===== src/rtl/regbank_arb_if.sv =====
// Request/grant bus between the two requesters and the shared register-bank arbiter.
// Handshake: reqN rises with weN/addrN/wdataN stable and stays high until the cycle gntN=1; rdata is valid only while gnt0 or gnt1 is high.
interface regbank_arb_if #(
  parameter int AW = 3
);
  logic          req0;
  logic          we0;
  logic [AW-1:0] addr0;
  logic [15:0]   wdata0;
  logic          req1;
  logic          we1;
  logic [AW-1:0] addr1;
  logic [15:0]   wdata1;
  logic          gnt0;
  logic          gnt1;
  logic [15:0]   rdata;
  logic          busy;

  modport master (
    output req0, we0, addr0, wdata0,
    output req1, we1, addr1, wdata1,
    input  gnt0, gnt1, rdata, busy
  );

  modport slave (
    input  req0, we0, addr0, wdata0,
    input  req1, we1, addr1, wdata1,
    output gnt0, gnt1, rdata, busy
  );
endinterface


===== src/rtl/regbank_arb.sv =====
// Two-requester round-robin arbiter that serialises single read/write accesses
// onto a shared bank of 16-bit registers and returns read data with the grant.
module regbank_arb #(
  parameter int DEPTH = 8,
  parameter int AW    = 3
) (
  input  logic         clk,
  input  logic         rst,
  regbank_arb_if.slave bus,
  output logic [1:0]   dbg_state
);

  typedef enum logic [1:0] {
    IDLE = 2'd0,
    G0   = 2'd1,
    G1   = 2'd2
  } state_t;

  localparam logic [AW:0] DEPTH_W = (AW + 1)'(DEPTH);

  state_t        state;
  state_t        nxt;
  logic          last;
  logic [15:0]   mem [DEPTH];
  logic          gnt0_r;
  logic          gnt1_r;
  logic          busy_r;
  logic [15:0]   rdata_r;

  logic          go;
  logic          sel;
  logic          we_s;
  logic [AW-1:0] addr_s;
  logic [15:0]   wdata_s;
  logic          in_range;

  // In G0/G1 the granted requester's req is the acknowledge cycle and is ignored.
  always_comb begin
    nxt = IDLE;
    case (state)
      IDLE: begin
        if (bus.req0 && bus.req1) nxt = last ? G0 : G1;
        else if (bus.req0)        nxt = G0;
        else if (bus.req1)        nxt = G1;
        else                      nxt = IDLE;
      end
      G0:      nxt = bus.req1 ? G1 : IDLE;
      G1:      nxt = bus.req0 ? G0 : IDLE;
      default: nxt = IDLE;
    endcase
  end

  always_comb begin
    go       = (nxt != IDLE);
    sel      = (nxt == G1);
    we_s     = sel ? bus.we1    : bus.we0;
    addr_s   = sel ? bus.addr1  : bus.addr0;
    wdata_s  = sel ? bus.wdata1 : bus.wdata0;
    in_range = ({1'b0, addr_s} < DEPTH_W);
  end

  // The access happens on the edge entering G0/G1: read-before-write, so a write returns the old contents.
  always_ff @(posedge clk or negedge rst) begin
    if (!rst) begin
      state   <= IDLE;
      last    <= 1'b1;
      gnt0_r  <= 1'b0;
      gnt1_r  <= 1'b0;
      busy_r  <= 1'b0;
      rdata_r <= 16'h0000;
      for (int i = 0; i < DEPTH; i++) mem[i] <= 16'h0000;
    end else begin
      state  <= nxt;
      gnt0_r <= (nxt == G0);
      gnt1_r <= (nxt == G1);
      busy_r <= go;
      if (go) begin
        last    <= sel;
        rdata_r <= in_range ? mem[addr_s] : 16'h0000;
        if (we_s && in_range) mem[addr_s] <= wdata_s;
      end
    end
  end

  assign bus.gnt0  = gnt0_r;
  assign bus.gnt1  = gnt1_r;
  assign bus.busy  = busy_r;
  assign bus.rdata = rdata_r;
  assign dbg_state = state;

endmodule


===== src/flat_wrapper.sv =====
// flat-port wrapper written by rule: the top's interface ports become plain ports
module regbank_arb_flat 
#(
  parameter int DEPTH = 8,
  parameter int AW    = 3
)
  (clk, rst, dbg_state, bus_req0, bus_we0, bus_addr0, bus_wdata0, bus_req1, bus_we1, bus_addr1, bus_wdata1, bus_gnt0, bus_gnt1, bus_rdata, bus_busy);
  regbank_arb_if #(.AW(AW)) bus_i ();
  input  logic clk;
  input  logic rst;
  output logic [1:0] dbg_state;
  input wire logic [$bits(bus_i.req0)-1:0] bus_req0;
  input wire logic [$bits(bus_i.we0)-1:0] bus_we0;
  input wire logic [$bits(bus_i.addr0)-1:0] bus_addr0;
  input wire logic [$bits(bus_i.wdata0)-1:0] bus_wdata0;
  input wire logic [$bits(bus_i.req1)-1:0] bus_req1;
  input wire logic [$bits(bus_i.we1)-1:0] bus_we1;
  input wire logic [$bits(bus_i.addr1)-1:0] bus_addr1;
  input wire logic [$bits(bus_i.wdata1)-1:0] bus_wdata1;
  output wire logic [$bits(bus_i.gnt0)-1:0] bus_gnt0;
  output wire logic [$bits(bus_i.gnt1)-1:0] bus_gnt1;
  output wire logic [$bits(bus_i.rdata)-1:0] bus_rdata;
  output wire logic [$bits(bus_i.busy)-1:0] bus_busy;
  assign bus_i.req0 = bus_req0;
  assign bus_i.we0 = bus_we0;
  assign bus_i.addr0 = bus_addr0;
  assign bus_i.wdata0 = bus_wdata0;
  assign bus_i.req1 = bus_req1;
  assign bus_i.we1 = bus_we1;
  assign bus_i.addr1 = bus_addr1;
  assign bus_i.wdata1 = bus_wdata1;
  assign bus_gnt0 = bus_i.gnt0;
  assign bus_gnt1 = bus_i.gnt1;
  assign bus_rdata = bus_i.rdata;
  assign bus_busy = bus_i.busy;
  regbank_arb #(.DEPTH(DEPTH), .AW(AW)) u_core (.clk(clk), .rst(rst), .bus(bus_i), .dbg_state(dbg_state));
endmodule

===== config.mk =====
export PLATFORM = sky130hd
export DESIGN_NAME = regbank_arb_flat
export DESIGN_NICKNAME = d
export VERILOG_FILES = /design/src/rtl/regbank_arb_if.sv /design/src/rtl/regbank_arb.sv /design/src/flat_wrapper.sv
export SDC_FILE = /design/constraint.sdc
export NUM_CORES = 1
export LEC_CHECK = 0
export ABC_AREA = 1
export CORE_MARGIN = 2
export CORE_UTILIZATION = 52
export CTS_CLUSTER_SIZE = 14
export DETAILED_ROUTE_END_ITERATION = 7
export PLACE_DENSITY = 0.85
export SLEW_MARGIN = 20
export SYNTH_ARGS = -nofsm -noshare
export SYNTH_HDL_FRONTEND = slang
export SYNTH_SLANG_ARGS = --single-unit
export TNS_END_PERCENT = 10

===== constraint.sdc =====
create_clock -name clk -period 1.8 [get_ports clk]
set_input_delay 0.27 -clock clk [delete_from_list [all_inputs] [get_ports clk]]
set_output_delay 0.27 -clock clk [all_outputs]
set_load 0.01 [all_outputs]

* Yosys cells after proc, flatten, opt, wreduce, memory -nomap -nowiden
Cells that the tools add are included.
Operators by class: bitwise gates (word level) 1, equal/unequal tests 4, muxes and demuxes 15, reductions and logical operators 5, magnitude comparators 2
Operators by type and width (number):
- bitwise mux 128 bit | 1
- two-way mux 16 bit | 4
- binary-select mux 16 bit (select 3 bit) | 1
- demux 16 bit (select 3 bit) | 1
- two-way mux 2 bit | 4
- case mux 2 bit (3 select lines) | 1
- == test 2 x 1 -> 1 bit, second input constant | 2
- == test 2 bit, second input constant | 2
- greater-or-equal comparator 4 bit, second input constant | 1
- less-than comparator 4 x 1 -> 1 bit, second input constant | 1
- inverter 3 -> 4 bit | 1
- two-way mux 3 bit | 1
- logical AND 1 bit | 2
- zero test 2 bit | 1
- two-way mux 1 bit | 2
- AND reduction 2 bit | 1
- nonzero test 2 bit | 1
Storage, ports and cells: word-level logic and storage cells 41, output and inout bits 21, input port bits 44, register bits 150

* Depth between registers and ports, before layout
Gate-level depths: netlist of run 1.
depth after elaboration 12, gate-level depth with buffers 13, gate-level depth less buffers 10

* Worst setup path after synthesis of run 1
Ideal clock, no wire load.
path type reg2reg, from reg u_core.last, to reg u_core.rdata_r[15], in the netlist u_core.bus.rdata[15], stages on the path, launching flop included 13, library setup time 0.117 ns, path slack 0.095 ns, arrival 1.587 ns, clock period less this slack 1.705 ns, data required time 1.683 ns, buffers on the path 3, path through dfstp_2 -> nand3_4 -> nand2_4 -> buf_6 -> nand2_2 -> nand2_2 -> buf_6 -> buf_6 -> nand2_1 -> nand3_1 -> nand3_1 -> nor2_1 -> nor2_1
Between the ends: cells in the longest elaborated chain, start to end 9, elaborated cells on any way between the ends 10, those cells by class eq/ne: 1; mux: 7; bitwise: 1; reduce/logical: 1
Ends and longest elaborated chain:
- start, declared | line regbank_arb.sv:23 | logic last;
- start signal, assigned | line regbank_arb.sv:78 | last <= sel;
- two-way mux 2 bit * (2 in a row) | line regbank_arb.sv:42 | if (bus.req0 && bus.req1) nxt = last ? G0 : G1;
- case mux 2 bit (3 select lines) * | line regbank_arb.sv:40 | case (state)
- == test 2 bit | line regbank_arb.sv:55 | sel = (nxt == G1);
- two-way mux 3 bit | line regbank_arb.sv:57 | addr_s = sel ? bus.addr1 : bus.addr0;
- inverter 3 -> 4 bit (implied by the code) | line regbank_arb.sv:79 | rdata_r <= in_range ? mem[addr_s] : 16'h0000;
- binary-select mux 16 bit (select 3 bit) | line regbank_arb.sv:79
- two-way mux 16 bit (implied by the code) (2 in a row) | line regbank_arb.sv:79
- end signal, assigned | line regbank_arb.sv:79
- end, declared | line regbank_arb.sv:28 | logic [15:0] rdata_r;
Mark *: on every way between the ends. The rest lies on a longest branch, timed or not. The select of a mux whose other input is x is not followed. A chain may end at the register's enable or synchronous reset.

* Final worst setup path of run 1
from reg u_core.last, to reg u_core.rdata_r[0], in the netlist u_core.bus.rdata[0]
Same word-level chain as after synthesis.

==> metrics.csv, run 1 <==
stage,metric,value,unit
clocking,root buffer cell,clkbuf_16,
logic_synthesis,Post-Syn Nets,1005,
sta,Max Fclk,521,MHz
sta,max_slew headroom,70.1,%
floorplanning,Core Area,13900,µm²
route,ANT nets after route,0,
power_and_ir_drop,Lkg Pwr,4.53,nW
run_status,failing checks,negative setup slack,
global_route,GR Overflow Total,0,
finish,final net count,1099,
worst_setup_path,CP Launch Type,register,
route,Remaining DRCs,0,
sta,final setup fails,105,
route,final wirelength,20.8,mm
power_and_ir_drop,Max IR drop VDD,0.614,mV
placed_design,placed insts,1205,
sta,Final Skew,0.00411,ns
clocking,"Reg clk slew, reported paths",0.06,ns
power_and_ir_drop,Cell Int Power,9.16,mW
global_route,pin count of the biggest net entering global routing,44,
floorplanning,number of cell rows,43,
power_and_ir_drop,Sw Share,34.9,%
route,first-pass iteration count of the detailed router,6,
route,top routing layer in use,met4,
sta,final hold vios,0,
worst_setup_path,CP required,2.11,ns
logic_synthesis,largest cells by area after synthesis,"dfrtp_1 50%, nand2_1 17%, inv_1 7.0%, nand3_1 5.7%, o21ai_1 4.9%",
power_and_ir_drop,Psw,4.91,mW
logic_synthesis,top cell type's share of synthesized area,50.4,%
placed_design,Buffers on Ports,64,
run_status,status,finished with violations,
clocking,Worst-Skew Late Latency,0.42,ns
sta,setup TNS,-5.46,ns
worst_setup_path,Critical Path AT,2.23,ns
logic_synthesis,syn_area_per_cell,7.70,µm²
clocking,CTS tree,done,
route,wire per inst,16.7,µm
floorplanning,Die Height,123,µm
power_and_ir_drop,PD cells,1500,nW/µm²
floorplanning,Die W,123,µm
power_and_ir_drop,Clk network pwr share,24.7,%
finish,Final Instance Area,9400,µm²
finish,share of cells above drive strength 1,12.5,%
logic_synthesis,Seq cells post-synth,150,
logic_synthesis,cell area after synthesis,7400,µm²
power_and_ir_drop,final total power,14.1,mW
logic_synthesis,"Distinct cells, synth",19,
hold_path,HP Class,input pin to async pin,
placed_design,hpwl dp,12.5,mm
route,met3 wire len,1.92,mm
floorplanning,# IOs,65,
sta,final worst slack,-0.119,ns
power_and_ir_drop,Comb power frac,35.7,%
global_route,number of global-route vias before repair,6507,
sta,worst-margin pin slew,0.448,ns
route,met2 wire len,9.91,mm
worst_setup_path,Crit Path Class,register to register,
flow_run,max_cap viols,0,
power_and_ir_drop,Seq pwr share,39.6,%
route,Via-to-Cell Ratio,5.48,
clocking,CTS Sinks,150,
sta,Max Slew Vio Count,0,
floorplanning,Initial Util,53.3,%
clocking,clk buf depth,2,
placed_design,GPL Wtd Cong,0.857,
global_route,Total Routing Usage GR,27.9,%
finish,Ant. Diodes,0,
worst_setup_path,CP max FO,16,
sta,fin crit share,107,%
route,1st-iter DRT viols,674,
global_route,first-pass GRT wire length,32.3,mm
finish,fin cells,1245,
logic_synthesis,leading area contributor after synthesis,dfrtp_1,
logic_synthesis,synth warn,0,
placed_design,pre-CTS WS,-0.308,ns
worst_setup_path,Setup crit end kind,register,
logic_synthesis,Gate Count Post-Synth,961,
global_route,initial antenna violation count,0,
placed_design,Area after DPL,8560,µm²
sta,unrepaired setup endpoints after global routing,yes,
logic_synthesis,sequential fraction of the synthesis area,50.7,%
route,Via Count,6827,
clocking,htree depth,4,
sta,final worst path period need,1.92,ns
clocking,TritonCTS Buffers,17,
floorplanning,Die ar.,15200,µm²
finish,Syn-to-layout area delta,27.0,%
route,met1 WL,8.23,mm
[layout make-up]
| type | instances | area (µm²) |
|---|---|---|
| timing repair buffer | 122 | 1480 |
| fill | 993 | 4480 |
| clock inverter | 10 | 134 |
| inverter | 144 | 541 |
| sequential | 150 | 3750 |
| tap | 180 | 225 |
| clock buffer | 19 | 433 |
| multi-input combinational | 620 | 2830 |
[placed cells by master (no fill, tap or decap), types with 4 or more instances in the layout]
| cell | netlist | layout |
|---|---|---|
| buf_12 | 0 | 25 |
| buf_4 | 17 | 25 |
| buf_6 | 12 | 4 |
| clkbuf_16 | 0 | 19 |
| clkdlybuf4s50_1 | 0 | 63 |
| clkinv_2 | 0 | 4 |
| dfrtp_1 | 149 | 149 |
| inv_1 | 139 | 139 |
| inv_2 | 5 | 5 |
| nand2_1 | 332 | 319 |
| nand2_2 | 5 | 16 |
| nand2_4 | 3 | 5 |
| nand3_1 | 84 | 84 |
| nor2_1 | 48 | 46 |
| nor2_4 | 13 | 13 |
| o21ai_0 | 57 | 47 |
| o21ai_1 | 73 | 80 |
[registers in the layout (all words and copies together) (netlist names)]
name,count
u_core.mem,128
u_core.dbg_state,2
u_core.bus.rdata,16
u_core.bus.gnt0,1
u_core.bus.gnt1,1
u_core.last,1
u_core.bus.busy,1
[worst max-delay path: stages (launching register included)]
cell and delay (ns):
dfstp_2 0.57, nand3_4 0.17, nand2_8 0.13, nand2_2 0.07, nand2_4 0.15, buf_12 0.14, clkbuf_16 0.17, nand2_1 0.07
nand3_1 0.11, nand3_1 0.08, nor2_1 0.10, nor2_1 0.05
[routing by layer]
layer  vias to the layer above  GRT usage, %
li1                       3134             -
met3                        80          5.07
met2                       396          45.0
met4                         0          11.4
met1                      3217          37.3
met5                         -             0
[what timing repair did]
item                                    in CTS  in global routing
resized for setup                            9                 26
pin swaps                                    4                  1
endpoints found under the hold margin       38                  0
cloned                                       2                  3
hold buffers                                 1                  0
buffers inserted                             1                  4
endpoints found under the setup margin      19                138
[stage by stage]
stage          utilization [%]  hold slack [ns]
2_1_floorplan                -          -0.0256
3_3_place_gp              61.7            0.230
3_5_place_dp              61.7            0.233
4_1_cts                   66.5            0.363
5_1_grt                   67.7            0.403
6_report                  67.7            0.363
[synth_stat cells, drive strengths merged]
library cell / count
dfrtp: 149
nor2: 61
dfstp: 1
nand3b: 2
o21ai: 130
nand2: 340
clkbuf: 3
nand3: 86
buf: 45
inv: 144
[logic make-up (layout without fill, tap and decap cells)]
logic type             count (synthesis)  in the layout  share of synthesized area, %
and+or+nand+nor                      489            490                          28.4
buffers and inverters                192            295                          12.1
DFF                                  150            150                          50.7
AOI/OAI and AO/OA                    130            130                          8.79
[power by group through the flow]
stage	sequential (mW)	combinational [mW]	clock [mW]
global placement	5.52	4.37	0
finish	5.56	5.03	3.48
CTS	5.54	4.75	3.49
detailed placement	5.58	4.54	0
floorplan	5.52	2.91	0
global route	5.71	5.57	3.62
[worst paths after layout]
kind                                                      start                               to  slack (ns)  cells after the start
worst min-delay path                                        rst    u_core.dbg_state[0]$_DFF_PN0_        0.36                      2
worst max register to register          u_core.last$_DFFE_PN1P_  u_core.bus.rdata[0]$_DFFE_PN0P_       -0.12                     11
max in group asynchronous                                   rst      u_core.mem[104]$_DFFE_PN0P_        0.88                      3
worst min register to register  u_core.bus.rdata[9]$_DFFE_PN0P_  u_core.bus.rdata[9]$_DFFE_PN0P_        0.51                      2
min in group clk                u_core.bus.rdata[9]$_DFFE_PN0P_  u_core.bus.rdata[9]$_DFFE_PN0P_        0.51                      2
worst max-delay path                    u_core.last$_DFFE_PN1P_  u_core.bus.rdata[0]$_DFFE_PN0P_       -0.12                     11
Note: power is estimated with default switching activity, not from simulation.
==> inputs of run 2 (changes only) <==
--- a/config.mk
+++ b/config.mk
@@ -6,9 +6,8 @@
 export NUM_CORES = 1
 export LEC_CHECK = 0
 export ABC_AREA = 1
-export CORE_MARGIN = 2
 export CORE_UTILIZATION = 52
-export CTS_CLUSTER_SIZE = 14
+export CTS_CLUSTER_SIZE = 28
 export DETAILED_ROUTE_END_ITERATION = 7
 export PLACE_DENSITY = 0.85
 export SLEW_MARGIN = 20
==> metrics.csv, run 2 (synthesis gave the netlist of run 1 again) <==
stage,metric,value,unit
sta,max_slew headroom,72.6,%
power_and_ir_drop,PD cells,1510,nW/µm²
global_route,first-pass GRT wire length,35.7,mm
floorplanning,number of cell rows,43,
sta,final worst slack,-0.206,ns
global_route,pin count of the biggest net entering global routing,59,
sta,Max Fclk,498,MHz
worst_setup_path,critical path's top delay family,simple AND/OR/NAND/NOR gates,
route,Via Count,7198,
sta,Final Skew,0.00863,ns
placed_design,Buffers on Ports,64,
finish,share of cells above drive strength 1,17.8,%
finish,"commonest non-fill, non-tap cell in the layout",nand2_1,
clocking,TritonCTS Buffers,17,
clocking,Worst-Skew Late Latency,0.44,ns
sta,final setup fails,139,
route,final wirelength,23.2,mm
worst_setup_path,Reg-to-Reg Start,u_core.last$_DFFE_PN1P_,
sta,final worst path period need,2.01,ns
finish,Syn-to-layout area delta,32.3,%
route,Via-to-Cell Ratio,5.74,
clocking,CTS tree,done,
hold_path,HP Class,input pin to async pin,
finish,final net count,1105,
clocking,CTS Sinks,150,
sta,fin crit share,111,%
route,ANT nets after route,0,
worst_setup_path,Setup crit end kind,register,
route,wire per inst,18.5,µm
clocking,"Reg clk slew, reported paths",0.06,ns
worst_setup_path,Bufs and invs on worst path,1,
power_and_ir_drop,Lkg Pwr,4.70,nW
worst_setup_path,CP max FO,24,
global_route,number of global-route vias before repair,7012,
worst_setup_path,Critical Path AT,2.33,ns
finish,Largest Register,u_core.mem,
clocking,root buffer cell,clkbuf_16,
floorplanning,Die Height,121,µm
route,Remaining DRCs,0,
worst_setup_path,Crit Path Class,register to register,
placed_design,GPL Wtd Cong,0.820,
sta,worst-margin pin slew,0.411,ns
placed_design,pre-CTS WS,-0.434,ns
worst_setup_path,crit-path cells,nand3_4 -> nand2_8 -> nand2_1 -> nand2_4 -> nand2_4 -> nor2_4 -> buf_12 -> nand2_1 -> o21ai_1,
sta,unrepaired setup endpoints after global routing,yes,
clocking,htree depth,4,
floorplanning,Die ar.,14700,µm²
floorplanning,Core Area,13900,µm²
route,1st-iter DRT viols,809,
floorplanning,Initial Util,53.3,%
floorplanning,# IOs,65,
sta,final hold vios,0,
worst_setup_path,slowest cell delay on critical path,0.56,ns
route,first-pass iteration count of the detailed router,6,
global_route,initial antenna violation count,0,
worst_setup_path,CP Launch Type,register,
power_and_ir_drop,Max IR drop VDD,0.631,mV
finish,most frequent cells in the layout,"299 x nand2_1, 149 x dfrtp_1, 139 x inv_1",
finish,Largest register FFs,128,
worst_setup_path,Crit. Startpoint,u_core.last$_DFFE_PN1P_,
worst_setup_path,CP max stage cell,dfstp_2,
global_route,Total Routing Usage GR,31.8,%
floorplanning,Die W,121,µm
worst_setup_path,R2R Setup Slk,-0.21,ns
finish,Ant. Diodes,0,
worst_setup_path,CP required,2.13,ns
sta,Max Slew Vio Count,0,
finish,Util after Layout,70.5,%
run_status,status,finished with violations,
clocking,clk buf depth,2,
run_status,failing checks,negative setup slack,
placed_design,hpwl dp,12.4,mm
flow_run,max_cap viols,0,
global_route,GR Overflow Total,0,
sta,setup TNS,-11.98,ns
==> run 2: changes by cell type in the layout (fill, tap and decap cells not counted), sizes merged <==
cell    delta
buf        +7
bufinv     -1
clkbuf     +2
clkinv     -2
inv        +4
nand2      -1
==> run 2: final cells by class <==
type	instances	area (µm²)
fillers	922	4090
repair buffers	129	1580
flip-flops and latches	150	3750
clock inverters	11	139
multi-input cells	619	3080
clock buffers	21	470
well taps	180	225
inverters	144	546
==> run 2: where the power goes <==
part           internal [mW]  total [mW]  switching [mW]
combinational           2.16        5.47            3.31
clock                   2.18        3.73            1.54
sequential              5.00        5.62           0.612
==> run 2: worst paths after layout <==
| check | endpoint | cells after the start |
|---|---|---|
| setup / recovery | u_core.mem[116]$_DFFE_PN0P_ | 9 |
| hold / removal | u_core.bus.gnt0$_DFF_PN0_ | 2 |
| setup reg to reg | u_core.mem[116]$_DFFE_PN0P_ | 9 |
| hold reg to reg | u_core.bus.rdata[14]$_DFFE_PN0P_ | 2 |
| max in group asynchronous | u_core.mem[103]$_DFFE_PN0P_ | 3 |
| min in group clk | u_core.bus.rdata[14]$_DFFE_PN0P_ | 2 |
==> run 2: worst reg2reg max path, delay by kind of cell (launching register included) <==
kind | cells | cell delay (ns)
flops | 1 | 0.56
simple gates | 7 | 0.98
compound gates | 1 | 0.18
buf+inv | 1 | 0.18
==> run 2: what timing repair did <==
action                                 in CTS  in global routing
setup endpoints to repair                 114                144
buffers inserted                           10                  5
hold buffers                                1                  0
resized for setup                          43                 75
endpoints found under the hold margin      37                  0
pin swaps                                  19                 17
gates cloned                                2                  2
==> run 2: per-layer routing <==
layer  global-route usage, %  share of wire, %
met5                       0                 0
met4                    16.4               5.2
met3                    7.24                11
met2                    51.3                47
met1                    40.0                36
==> run 2: per-stage QoR <==
| stage | cells | hold WS (ns) | power (mW) | instance area, µm² |
|---|---|---|---|---|
| final | 1254 | 0.312 | 14.8 | 9790 |
| after global routing | 1254 | 0.350 | 15.6 | 9790 |
| after CTS | 1249 | 0.328 | 14.1 | 9520 |
| after detailed placement | 1205 | 0.202 | 10.1 | 8590 |
| after global placement | 1205 | 0.203 | 9.90 | 8590 |
| after floorplan | 961 | -0.0256 | 8.44 | 7400 |
==> inputs of run 3 (changes only) <==
--- a/config.mk
+++ b/config.mk
@@ -6,10 +6,10 @@
 export NUM_CORES = 1
 export LEC_CHECK = 0
 export ABC_AREA = 1
-export CORE_UTILIZATION = 52
+export CORE_UTILIZATION = 30
 export CTS_CLUSTER_SIZE = 28
 export DETAILED_ROUTE_END_ITERATION = 7
-export PLACE_DENSITY = 0.85
+export PLACE_DENSITY = 0.58
 export SLEW_MARGIN = 20
 export SYNTH_ARGS = -nofsm -noshare
 export SYNTH_HDL_FRONTEND = slang
==> metrics.csv, run 3 (synthesis gave the netlist of run 1 again) <==
stage,metric,value,unit
clocking,htree depth,4,
finish,final net count,1150,
clocking,clk buf depth,2,
finish,Ant. Diodes,0,
sta,final worst path period need,1.94,ns
hold_path,HP Class,input pin to async pin,
global_route,met1 usage,24.1,%
sta,fin crit share,108,%
route,wire per inst,15.4,µm
floorplanning,Die ar.,25300,µm²
finish,Largest Register,u_core.mem,
finish,multi-input logic area,3150,µm²
placed_design,hpwl dp,13.4,mm
sta,final worst slack,-0.140,ns
finish,Syn-to-layout area delta,44.9,%
route,Via Count,6667,
flow_run,max_cap viols,0,
worst_setup_path,CP max FO,8,
global_route,Total Routing Usage GR,17.0,%
route,first-pass iteration count of the detailed router,7,
worst_setup_path,Reg-to-Reg Start,u_core.last$_DFFE_PN1P_,
finish,Fillers,2394,
finish,"commonest non-fill, non-tap cell in the layout",nand2_1,
clocking,TritonCTS Buffers,17,
clocking,CTS Sinks,150,
finish,share of cells above drive strength 1,23.2,%
sta,unrepaired setup endpoints after global routing,yes,
global_route,first-pass GRT wire length,33.6,mm
global_route,number of global-route vias before repair,6270,
finish,Util after Layout,44.2,%
floorplanning,Die Height,159,µm
floorplanning,number of cell rows,57,
sta,Max Slew Vio Count,0,
floorplanning,# IOs,65,
global_route,gr busiest metal,met2,
clocking,"Reg clk slew, reported paths",0.06,ns
global_route,GR met2 Demand/Resource,26.9,%
power_and_ir_drop,PD cells,1380,nW/µm²
finish,register cell area after layout,3750,µm²
power_and_ir_drop,Lkg Pwr,5.01,nW
power_and_ir_drop,Max IR drop VDD,0.755,mV
placed_design,GPL Wtd Cong,0.779,
floorplanning,Die W,159,µm
route,1st-iter DRT viols,458,
finish,most frequent cells in the layout,"296 x nand2_1, 149 x dfrtp_1, 139 x inv_1",
sta,Final Skew,0.00622,ns
worst_setup_path,CP Launch Type,register,
worst_setup_path,reg-to-reg endpoint,u_core.mem[80]$_DFFE_PN0P_,
sta,setup TNS,-5.98,ns
run_status,failing checks,negative setup slack,
finish,Largest register FFs,128,
sta,final hold vios,0,
power_and_ir_drop,final total power,14.8,mW
global_route,GR Overflow Total,0,
clocking,root buffer cell,clkbuf_16,
worst_setup_path,Crit Path Class,register to register,
global_route,initial antenna violation count,0,
clocking,Worst-Skew Late Latency,0.42,ns
global_route,pin count of the biggest net entering global routing,42,
floorplanning,Core Area,24200,µm²
worst_setup_path,Critical Path AT,2.28,ns
sta,worst-margin pin slew,0.453,ns
placed_design,Buffers on Ports,64,
route,Via-to-Cell Ratio,4.62,
worst_setup_path,CP required,2.14,ns
route,Remaining DRCs,0,
sta,max_slew headroom,69.8,%
sta,WHS,0.334,ns
route,final wirelength,22.2,mm
route,ANT nets after route,0,
worst_setup_path,R2R Setup Slk,-0.14,ns
clocking,CTS tree,done,
sta,Max Fclk,515,MHz
worst_setup_path,Setup crit end kind,register,
sta,final setup fails,99,
global_route,met3 usage,2.71,%
run_status,status,finished with violations,
floorplanning,Initial Util,30.5,%
worst_setup_path,worst reg-to-reg path cell count,12,
[run 3: changes by cell type in the layout (fill, tap and decap cells not counted), moves of 6 or more]
cell	before	now
buf_4	23	39
o21ai_1	80	93
clkbuf_16	19	25
nand2_2	25	34
buf_12	28	44
nand3_1	70	46
nand3_2	14	39
nand2_4	13	7
o21ai_2	12	3
[run 3: critical path: stages (launching register included)]
cell and delay, ns:
dfstp_2 0.56, nand3_4 0.10, nand2_4 0.10, buf_6 0.12, nand2_2 0.05, nand2_2 0.08
buf_12 0.16, nand2_8 0.09, nor2_4 0.13, buf_12 0.13, buf_12 0.11, nand2_1 0.08
o21ai_1 0.12
[run 3: repair_timing]
item | CTS | global route
gates cloned | 2 | 10
resized for setup | 56 | 93
pin swaps | 26 | 55
hold buffers | 1 | 0
hold endpoints to repair | 35 | 0
setup buffers | 16 | 17
endpoints found under the setup margin | 144 | 144
[run 3: power by group]
| group | leakage [nW] | total, mW | switching (mW) | internal (mW) |
|---|---|---|---|---|
| clock | 0.284 | 3.57 | 1.43 | 2.14 |
| combinational | 2.94 | 5.80 | 3.25 | 2.56 |
| sequential | 1.79 | 5.47 | 0.475 | 5.00 |
[run 3: worst max-delay path by stage]
stage	startpoint	end	slack, ns
detailed placement	bus_req1	u_core.mem[39]$_DFFE_PN0P_	-0.55
floorplan	u_core.last$_DFFE_PN1P_	u_core.bus.rdata[15]$_DFFE_PN0P_	0.1
CTS	u_core.last$_DFFE_PN1P_	u_core.bus.rdata[8]$_DFFE_PN0P_	-0.11
finish	u_core.last$_DFFE_PN1P_	u_core.mem[80]$_DFFE_PN0P_	-0.14
global placement	bus_req1	u_core.mem[39]$_DFFE_PN0P_	-0.51
global route	u_core.last$_DFFE_PN1P_	u_core.mem[80]$_DFFE_PN0P_	-0.23
[run 3: layout make-up]
cell class,count,share of cell area (%)
clock buffer,20,4.35
clock inverter,12,1.19
inverter,144,5.06
multi-input combinational,619,29.4
sequential,150,35.0
tap,324,3.78
timing repair buffer,174,21.3
[run 3: metrics by stage]
stage / area, µm² / worst slack, ns / std cells
final: 10700 / -0.140 / 1443
after global routing: 10700 / -0.235 / 1443
after CTS: 10000 / -0.112 / 1418
after detailed placement: 9020 / -0.547 / 1367
after global placement: 9020 / -0.507 / 1367
after floorplan: 7400 / 0.0955 / 961
[run 3: metal layers]
layer,up-vias,routed length (µm)
li1,3248,-
met1,3216,10400
met2,174,10300
met3,29,1060
met4,0,419
met5,-,0
